**src/rtl/bus_pkg.sv**
```systemverilog
// Shared constants for the CPU bus: default bus geometry and the fixed
// source numbering used by the control unit's *out enables.
package bus_pkg;

    localparam int DEFAULT_WIDTH   = 32;
    localparam int DEFAULT_NUM_SRC = 24;

    localparam int SRC_R0     = 0;
    localparam int SRC_R1     = 1;
    localparam int SRC_R2     = 2;
    localparam int SRC_R3     = 3;
    localparam int SRC_R4     = 4;
    localparam int SRC_R5     = 5;
    localparam int SRC_R6     = 6;
    localparam int SRC_R7     = 7;
    localparam int SRC_R8     = 8;
    localparam int SRC_R9     = 9;
    localparam int SRC_R10    = 10;
    localparam int SRC_R11    = 11;
    localparam int SRC_R12    = 12;
    localparam int SRC_R13    = 13;
    localparam int SRC_R14    = 14;
    localparam int SRC_R15    = 15;
    localparam int SRC_HI     = 16;
    localparam int SRC_LO     = 17;
    localparam int SRC_ZHI    = 18;
    localparam int SRC_ZLO    = 19;
    localparam int SRC_PC     = 20;
    localparam int SRC_MDR    = 21;
    localparam int SRC_INPORT = 22;
    localparam int SRC_CSIGN  = 23;

endpackage

```
**src/rtl/onehot_prio_enc.sv**
```systemverilog
// Lowest-index-wins priority encoder over a nominally one-hot request vector,
// also flagging "anything asserted" and "more than one asserted".
module onehot_prio_enc #(
    parameter int N     = 24,
    parameter int IDX_W = $clog2(N)
) (
    input  logic [N-1:0]     req,
    output logic [IDX_W-1:0] idx,
    output logic             any,
    output logic             multi
);

    // Scan from the top down so the lowest set bit is the last one written.
    always_comb begin
        idx = '0;
        for (int i = N - 1; i >= 0; i--) begin
            if (req[i]) begin
                idx = IDX_W'(i);
            end
        end
    end

    // Clearing the lowest set bit leaves something only if two or more were set.
    assign any   = |req;
    assign multi = |(req & (req - N'(1)));

endmodule

```
**src/rtl/bus_mux_reg.sv**
```systemverilog
// Registered CPU bus multiplexer: priority-resolved source select, idle hold,
// and sticky contention detection with a saturating event counter.
module bus_mux_reg
    import bus_pkg::*;
#(
    parameter int WIDTH     = DEFAULT_WIDTH,
    parameter int NUM_SRC   = DEFAULT_NUM_SRC,
    parameter int SEL_W     = $clog2(NUM_SRC),
    parameter bit HOLD_IDLE = 1'b1,
    parameter int CNT_W     = 8
) (
    input  logic                     clk,
    input  logic                     clr_n,
    input  logic [NUM_SRC*WIDTH-1:0] src_data,
    input  logic [NUM_SRC-1:0]       src_out,
    input  logic                     clr_err,
    output logic [WIDTH-1:0]         bus_out,
    output logic [SEL_W-1:0]         bus_sel,
    output logic                     bus_valid,
    output logic                     contention,
    output logic [CNT_W-1:0]         contention_cnt
);

    logic [WIDTH-1:0] w_words [NUM_SRC];
    logic [SEL_W-1:0] w_sel;
    logic             w_any;
    logic             w_multi;

    logic [WIDTH-1:0] r_busOut;
    logic [SEL_W-1:0] r_busSel;
    logic             r_busValid;
    logic             r_contention;
    logic [CNT_W-1:0] r_contentionCnt;

    for (genvar g = 0; g < NUM_SRC; g++) begin : g_unpack
        assign w_words[g] = src_data[g*WIDTH +: WIDTH];
    end

    onehot_prio_enc #(
        .N     (NUM_SRC),
        .IDX_W (SEL_W)
    ) u_enc (
        .req   (src_out),
        .idx   (w_sel),
        .any   (w_any),
        .multi (w_multi)
    );

    always_ff @(posedge clk or negedge clr_n) begin
        if (!clr_n) begin
            r_busOut   <= '0;
            r_busSel   <= '0;
            r_busValid <= 1'b0;
        end else if (w_any) begin
            r_busOut   <= w_words[w_sel];
            r_busSel   <= w_sel;
            r_busValid <= 1'b1;
        end else begin
            r_busValid <= 1'b0;
            if (!HOLD_IDLE) begin
                r_busOut <= '0;
            end
        end
    end

    // A fresh contention event outranks a simultaneous clear, restarting the count at one.
    always_ff @(posedge clk or negedge clr_n) begin
        if (!clr_n) begin
            r_contention    <= 1'b0;
            r_contentionCnt <= '0;
        end else if (w_multi) begin
            r_contention <= 1'b1;
            if (clr_err) begin
                r_contentionCnt <= CNT_W'(1);
            end else if (r_contentionCnt != '1) begin
                r_contentionCnt <= r_contentionCnt + CNT_W'(1);
            end
        end else if (clr_err) begin
            r_contention    <= 1'b0;
            r_contentionCnt <= '0;
        end
    end

    assign bus_out        = r_busOut;
    assign bus_sel        = r_busSel;
    assign bus_valid      = r_busValid;
    assign contention     = r_contention;
    assign contention_cnt = r_contentionCnt;

endmodule

```
**config.mk**
```make
export PLATFORM = sky130hd
export DESIGN_NAME = bus_mux_reg
export DESIGN_NICKNAME = d
export VERILOG_FILES = /design/src/rtl/bus_pkg.sv /design/src/rtl/onehot_prio_enc.sv /design/src/rtl/bus_mux_reg.sv
export SDC_FILE = /design/constraint.sdc
export NUM_CORES = 1
export LEC_CHECK = 0
export ABC_AREA = 1
export CAP_MARGIN = 5
export CORE_AREA = 4 4 323 325
export CTS_BUF_LIST = sky130_fd_sc_hd__clkbuf_4
export CTS_CLUSTER_SIZE = 28
export DETAILED_ROUTE_END_ITERATION = 6
export DIE_AREA = 0 0 327 329
export GPL_ROUTABILITY_DRIVEN = 0
export PLACE_DENSITY = 0.45
export SLEW_MARGIN = 20
export SYNTH_ARGS = -nofsm -noshare
export SYNTH_HDL_FRONTEND = slang
export SYNTH_SLANG_ARGS = --single-unit
```
**constraint.sdc**
```tcl
create_clock -name clk -period 3.03 [get_ports clk]
set_input_delay 0.7575 -clock clk [delete_from_list [all_inputs] [get_ports clk]]
set_output_delay 0.7575 -clock clk [all_outputs]
set_load 0.03 [all_outputs]
```
# After elaboration in Yosys (flattened, before gate mapping)
# Cells that the tools add are included.
# word_totals
register_bits,47
out_inout_bits,47
elab_cells,50
inputBits,795
# op_classes
n_eq_ne,1
addsub,2
n_bitwise,2
n_lt_le_gt_ge,1
n_mux,34
reduce_logical,5
# ops
op,n
$bmux 32 s5,1
$mux 5,24
$mux 32,2
$reduce_or 24->1,2
$mux 8,4
$and 24x24->24,1
$sub 24x1->24 const B,1
$add 8x1->8 const B,1
$ne 8x8->1 const B,1
$ge 6x6->1 const B,1
$not 5->6,1
$reduce_bool 2->1,2
$mux 1,3
$reduce_and 2->1,1

# Longest topological paths before layout
# Gate-level depths: netlist (run 1).
# depth
ltp_word,28
mapped_depth,35
depth_no_buf,33

# Hierarchy
# From an unflattened synthesis (run 1), not the netlist that was laid out.
# hier_totals
cells_unflattened,2319
area_unflattened_um2,11292.1
# by_module_without_submodules
mod,area_per_inst_um2,cells_each,seq_area_each_um2,instances
bus_mux_reg,10680.2,2201,1176.1,1
onehot_prio_enc,611.8,118,0.0,1

# Worst setup path before layout (run 1)
# Ideal clock, no wire load.
# synth_path
path_kind,input to register
from,in src_out[1]
to,reg r_contentionCnt[4] (netlist: contention_cnt[4])
path_stages,17
n_path_buf,0
arrival_time_ps,2688
setup_time_ps,119
setup_slack_ps,223
required_time_ps,2911
cell_sequence,nor2_1 nand2_1 nor2_1 inv_1 nor3_2 nand3_1 o31ai_1 nand2_1 nor2_1 nand4_1 nor2_1 a21oi_1 nor2_2 nor3_1 nand2_1 xor2_1 nor2_1
# synth_via
elab_chain_len,5
elab_cells_between_ends,6
classes_between,add/sub (1); mux (1); bitwise (1); reduce/logical (3)
# synth_rtl
item,line_no,source
start: declaration,bus_mux_reg.sv:15,"input logic [NUM_SRC-1:0] src_out,"
$sub 24x1->24,onehot_prio_enc.sv:25,assign multi = |(req & (req - N'(1)));
$and 24x24->24 *,onehot_prio_enc.sv:25,
$reduce_or 24->1 *,onehot_prio_enc.sv:25,
$reduce_bool 2->1 (no line),-,
$reduce_and 2->1 (no line),-,
end signal: assignment,bus_mux_reg.sv:76,r_contentionCnt <= r_contentionCnt + CNT_W'(1);
end: declaration,bus_mux_reg.sv:33,logic [CNT_W-1:0] r_contentionCnt;
# Every way passes the cells marked *; elsewhere a longest branch is shown, timed or not.
# A chain may end at the register's enable or synchronous reset.

# Worst setup path in the final report (run 1)
# layout_path
from,in src_out[22]
to,reg r_busOut[21] (netlist: bus_out[21])
# layout_via
elab_chain_len,27
elab_cells_between_ends,28
classes_between,mux (26); bitwise (1); reduce/logical (1)
# layout_rtl
item,line_no,source
$mux 5 (23 in a row),onehot_prio_enc.sv:17,if (req[i]) begin
$not 5->6 (not written as such),bus_mux_reg.sv:55,r_busOut <= w_words[w_sel];
$bmux 32 s5,bus_mux_reg.sv:55,
$mux 32 (not written as such) (2 in a row),bus_mux_reg.sv:55,
end signal: assignment,bus_mux_reg.sv:55,
end: declaration,bus_mux_reg.sv:29,logic [WIDTH-1:0] r_busOut;
# Parallel ways exist; a longest one is shown, timed or not. The select of a mux whose other input is x is not followed.

==> summary.txt, run 1 <==
Status
  • Outcome: complete, but fails checks
  • Violated checks: negative setup slack

Timing
  • Hold Slack: 0.199 ns
  • Worst Tran Pin Value: 0.759 ns
  • Fmax: 315 MHz
  • Final worst-path cycle share: 105%
  • Final Hold Viols: 0
  • Setup-failing EPs final: 37
  • Final min period: 3.18 ns
  • Clk_skew: 0.00244 ns
  • Slew Limit Fails: 0
  • Final worst-path setup slack: -0.148 ns
  • Unrepaired setup endpoints after global routing: true
  • Relative slew slack: 49.3%

Yosys
  • Number of synthesized flops with an enable pin: 0
  • Seq cells post-synth: 47
  • Synth Net Count: 3132
  • Yosys cell types: 34
  • FFs w/ async S/R, synth: 100%
  • Top area cells in the synthesized netlist: nand2_1 28%, nand3_1 16%, inv_1 14%
  • Sequential share of the synthesized area: 10.4%
  • Mapped cell area: 11300 µm²
  • Syn_area_per_cell: 4.85 µm²
  • Synth Warn #: 0
  • Most instantiated cells after synthesis: 850 x nand2_1, 414 x inv_1, 371 x nand3_1
  • Synth area leader: nand2_1
  • Most frequent cell after synthesis: nand2_1
  • Synthesized instance count: 2336
  • Proportion of netlist area held by the largest area contributor: 28.2%
  • Ys flop type: dfrtp_1

Clocking
  • CTS tree: yes
  • Deepest clock path buffer count: 2
  • Clk sink count: 47
  • Reg clk slew, reported paths: 0.22 ns
  • Hold buffers post-CTS: 0
  • Worst-Skew Late Latency: 0.49 ns
  • CTS H-tree lvls: 2
  • CTS buffer count: 5
  • Root Driver: clkbuf_4

Layout
  • Non-Filler Instances: 4721
  • Layout area overhead: 128%
  • Final Net Count: 4123
  • Area of the multi-input gates: 8930 µm²
  • Layout cells sized above 1: 16.6%
  • Combined flip-flop and latch cell area: 1180 µm²
  • Fillers: 11495

Route
  • DR DRC count: 0
  • WL/cell: 21.8 µm
  • Iteration-0 DRC Markers: 926
  • Drt first pass iters: 7
  • Via count: 18927
  • Routed Antenna Nets: 0
  • Routed WL: 103 mm
  • Vias per cell: 4.01

Floorplanning
  • Initial core utilization: 11.2%
  • Ports: 842
  • FP Rows: 117
  • Placeable core area: 101000 µm²
  • Die Wd: 327 µm
  • Die area: 108000 µm²
  • Vert. Die Dim: 329 µm

GRT
  • Largest net degree at the start of global routing: 44
  • First-pass GRT wire length: 137 mm
  • Via count of the first global-routing pass: 18692
  • Met2 usage: 30.6%
  • Initial antenna violation count: 37
  • Grt ovf: 0
  • Met1 Usage GRT: 21.7%
  • Total track usage: 17.7%
  • Gr busiest metal: met2
  • GR Layer Usage met3: 4.68%

Setup path
  • Worst Setup SP: src_out[22]
  • Critical R2R Launch: contention_cnt[1]
  • Worst Setup Path Type: input pin to flop
  • Worst path arrival time: 3.63 ns
  • Crit start category: input pin
  • Critical path's slowest cell: o211ai_1
  • Critical path fanouts, max: 7
  • Top cell by count, worst path: nand2_1
  • R2r worst-path depth: 8
  • Worst path max stage delay: 0.26 ns
  • Nature of the critical path endpoint: flop
  • CP required: 3.49 ns

Power
  • Peak VDD IR: 0.000147 V
  • Total power: 4.80 mW
  • LEAKAGE: 11.9 nW
  • Pwr Density: 186 nW/µm²

Flow run
  • Maxcap violations: 0

Place
  • DP Cell Count: 4615
  • Input/output buffers: 841
  • Final HPWL DP: 84.2 mm

Worst hold path
  • Hold WC Path Type: input pin to async pin
cell usage in the layout (no fill, tap or decap), types with 5 or more instances in the layout:
cell,instances
nand3_1,271
buf_6,34
diode_2,25
nand2_2,63
a21oi_2,12
nor3_1,6
buf_4,178
inv_1,409
nor2_1,93
nand3b_1,42
dfrtp_1,47
o21ai_0,66
nand2_8,5
clkdlybuf4s50_1,831
clkbuf_4,5
a21oi_1,80
buf_8,7
nand2_4,24
o211ai_1,104
buf_12,62
nand3_4,18
clkbuf_16,8
nand2_1,761
o21ai_2,5
o21ai_1,43
buf_16,21
nand3_2,82
inv_2,8
metal layers:
metal / part of all wire (%) / wire length (µm)
met2: 48 / 49600
met3: 7.3 / 7520
met5: 0.12 / 119
met1: 42 / 42800
met4: 2.6 / 2680
sequential cells by signal (all words and copies together), names as in the netlist:
| name | count |
|---|---|
| bus_out | 32 |
| contention_cnt | 8 |
| bus_sel | 5 |
| bus_valid | 1 |
| contention | 1 |
worst paths after layout:
path	to	slack (ns)
worst max-delay path	bus_out[21]	-0.15
worst min-delay path	bus_out[10]	0.20
worst max register to register	contention_cnt[7]	1.31
worst min register to register	bus_sel[3]	0.50
max in group asynchronous	bus_sel[4]	2.05
min in group clk	bus_sel[3]	0.50
repair_timing:
item	CTS	global route
pin swaps	73	109
resized for setup	188	231
setup endpoints to repair	34	40
setup buffers	34	17
cloned	16	10
worst max-delay path, delay by kind of cell:
kind            cells  cell delay (ns)
compound gates      1             0.26
simple gates       29             1.80
buf+inv             6             0.76
power breakdown:
group	internal, mW	leakage [nW]	switching [mW]
combinational	1.94	11.3	1.68
clock	0.0990	0.0339	0.338
sequential	0.690	0.563	0.0480
total	2.73	11.9	2.07
final cells by class:
| type | instances | area share [%] |
|---|---|---|
| clock inverters | 3 | 0.107 |
| multi-input cells | 1702 | 34.6 |
| repair buffers | 1150 | 47.4 |
| inverters | 421 | 6.30 |
| flip-flops and latches | 47 | 4.55 |
| clock buffers | 5 | 0.145 |
| diodes | 25 | 0.242 |
| well taps | 1368 | 6.63 |
cell families after synthesis:
group / count (synthesis) / synth area share (%)
adder cells (fa/ha/maj): 1 / 0.110
XOR/XNOR: 1 / 0.0773
AO/OA/AOI/OAI: 323 / 16.8
AND/OR/NAND/NOR: 1376 / 51.6
flip-flops: 47 / 10.4
buffers and inverters: 588 / 21.1
per-stage QoR:
stage                     setup TNS, ns  instance area, µm²  worst slack (ns)  util, %
after floorplan                       0               11300             0.223        -
after global placement           -46.19               23100             -1.57     22.8
after detailed placement         -41.98               23100             -1.46     22.8
after CTS                         -1.68               24500            -0.122     24.2
after global routing             -11.61               25800            -0.384     25.4
final                             -2.40               25800            -0.148     25.5
(Power assumes the default switching activity.)
==> inputs of run 2 (changes only) <==
--- a/config.mk
+++ b/config.mk
@@ -9,7 +9,7 @@
 export CAP_MARGIN = 5
 export CORE_AREA = 4 4 323 325
 export CTS_BUF_LIST = sky130_fd_sc_hd__clkbuf_4
-export CTS_CLUSTER_SIZE = 28
+export CTS_CLUSTER_SIZE = 14
 export DETAILED_ROUTE_END_ITERATION = 6
 export DIE_AREA = 0 0 327 329
 export GPL_ROUTABILITY_DRIVEN = 0
==> results of run 2 <==
Same layout as run 1: the final DEF is identical, and so are final timing and power.
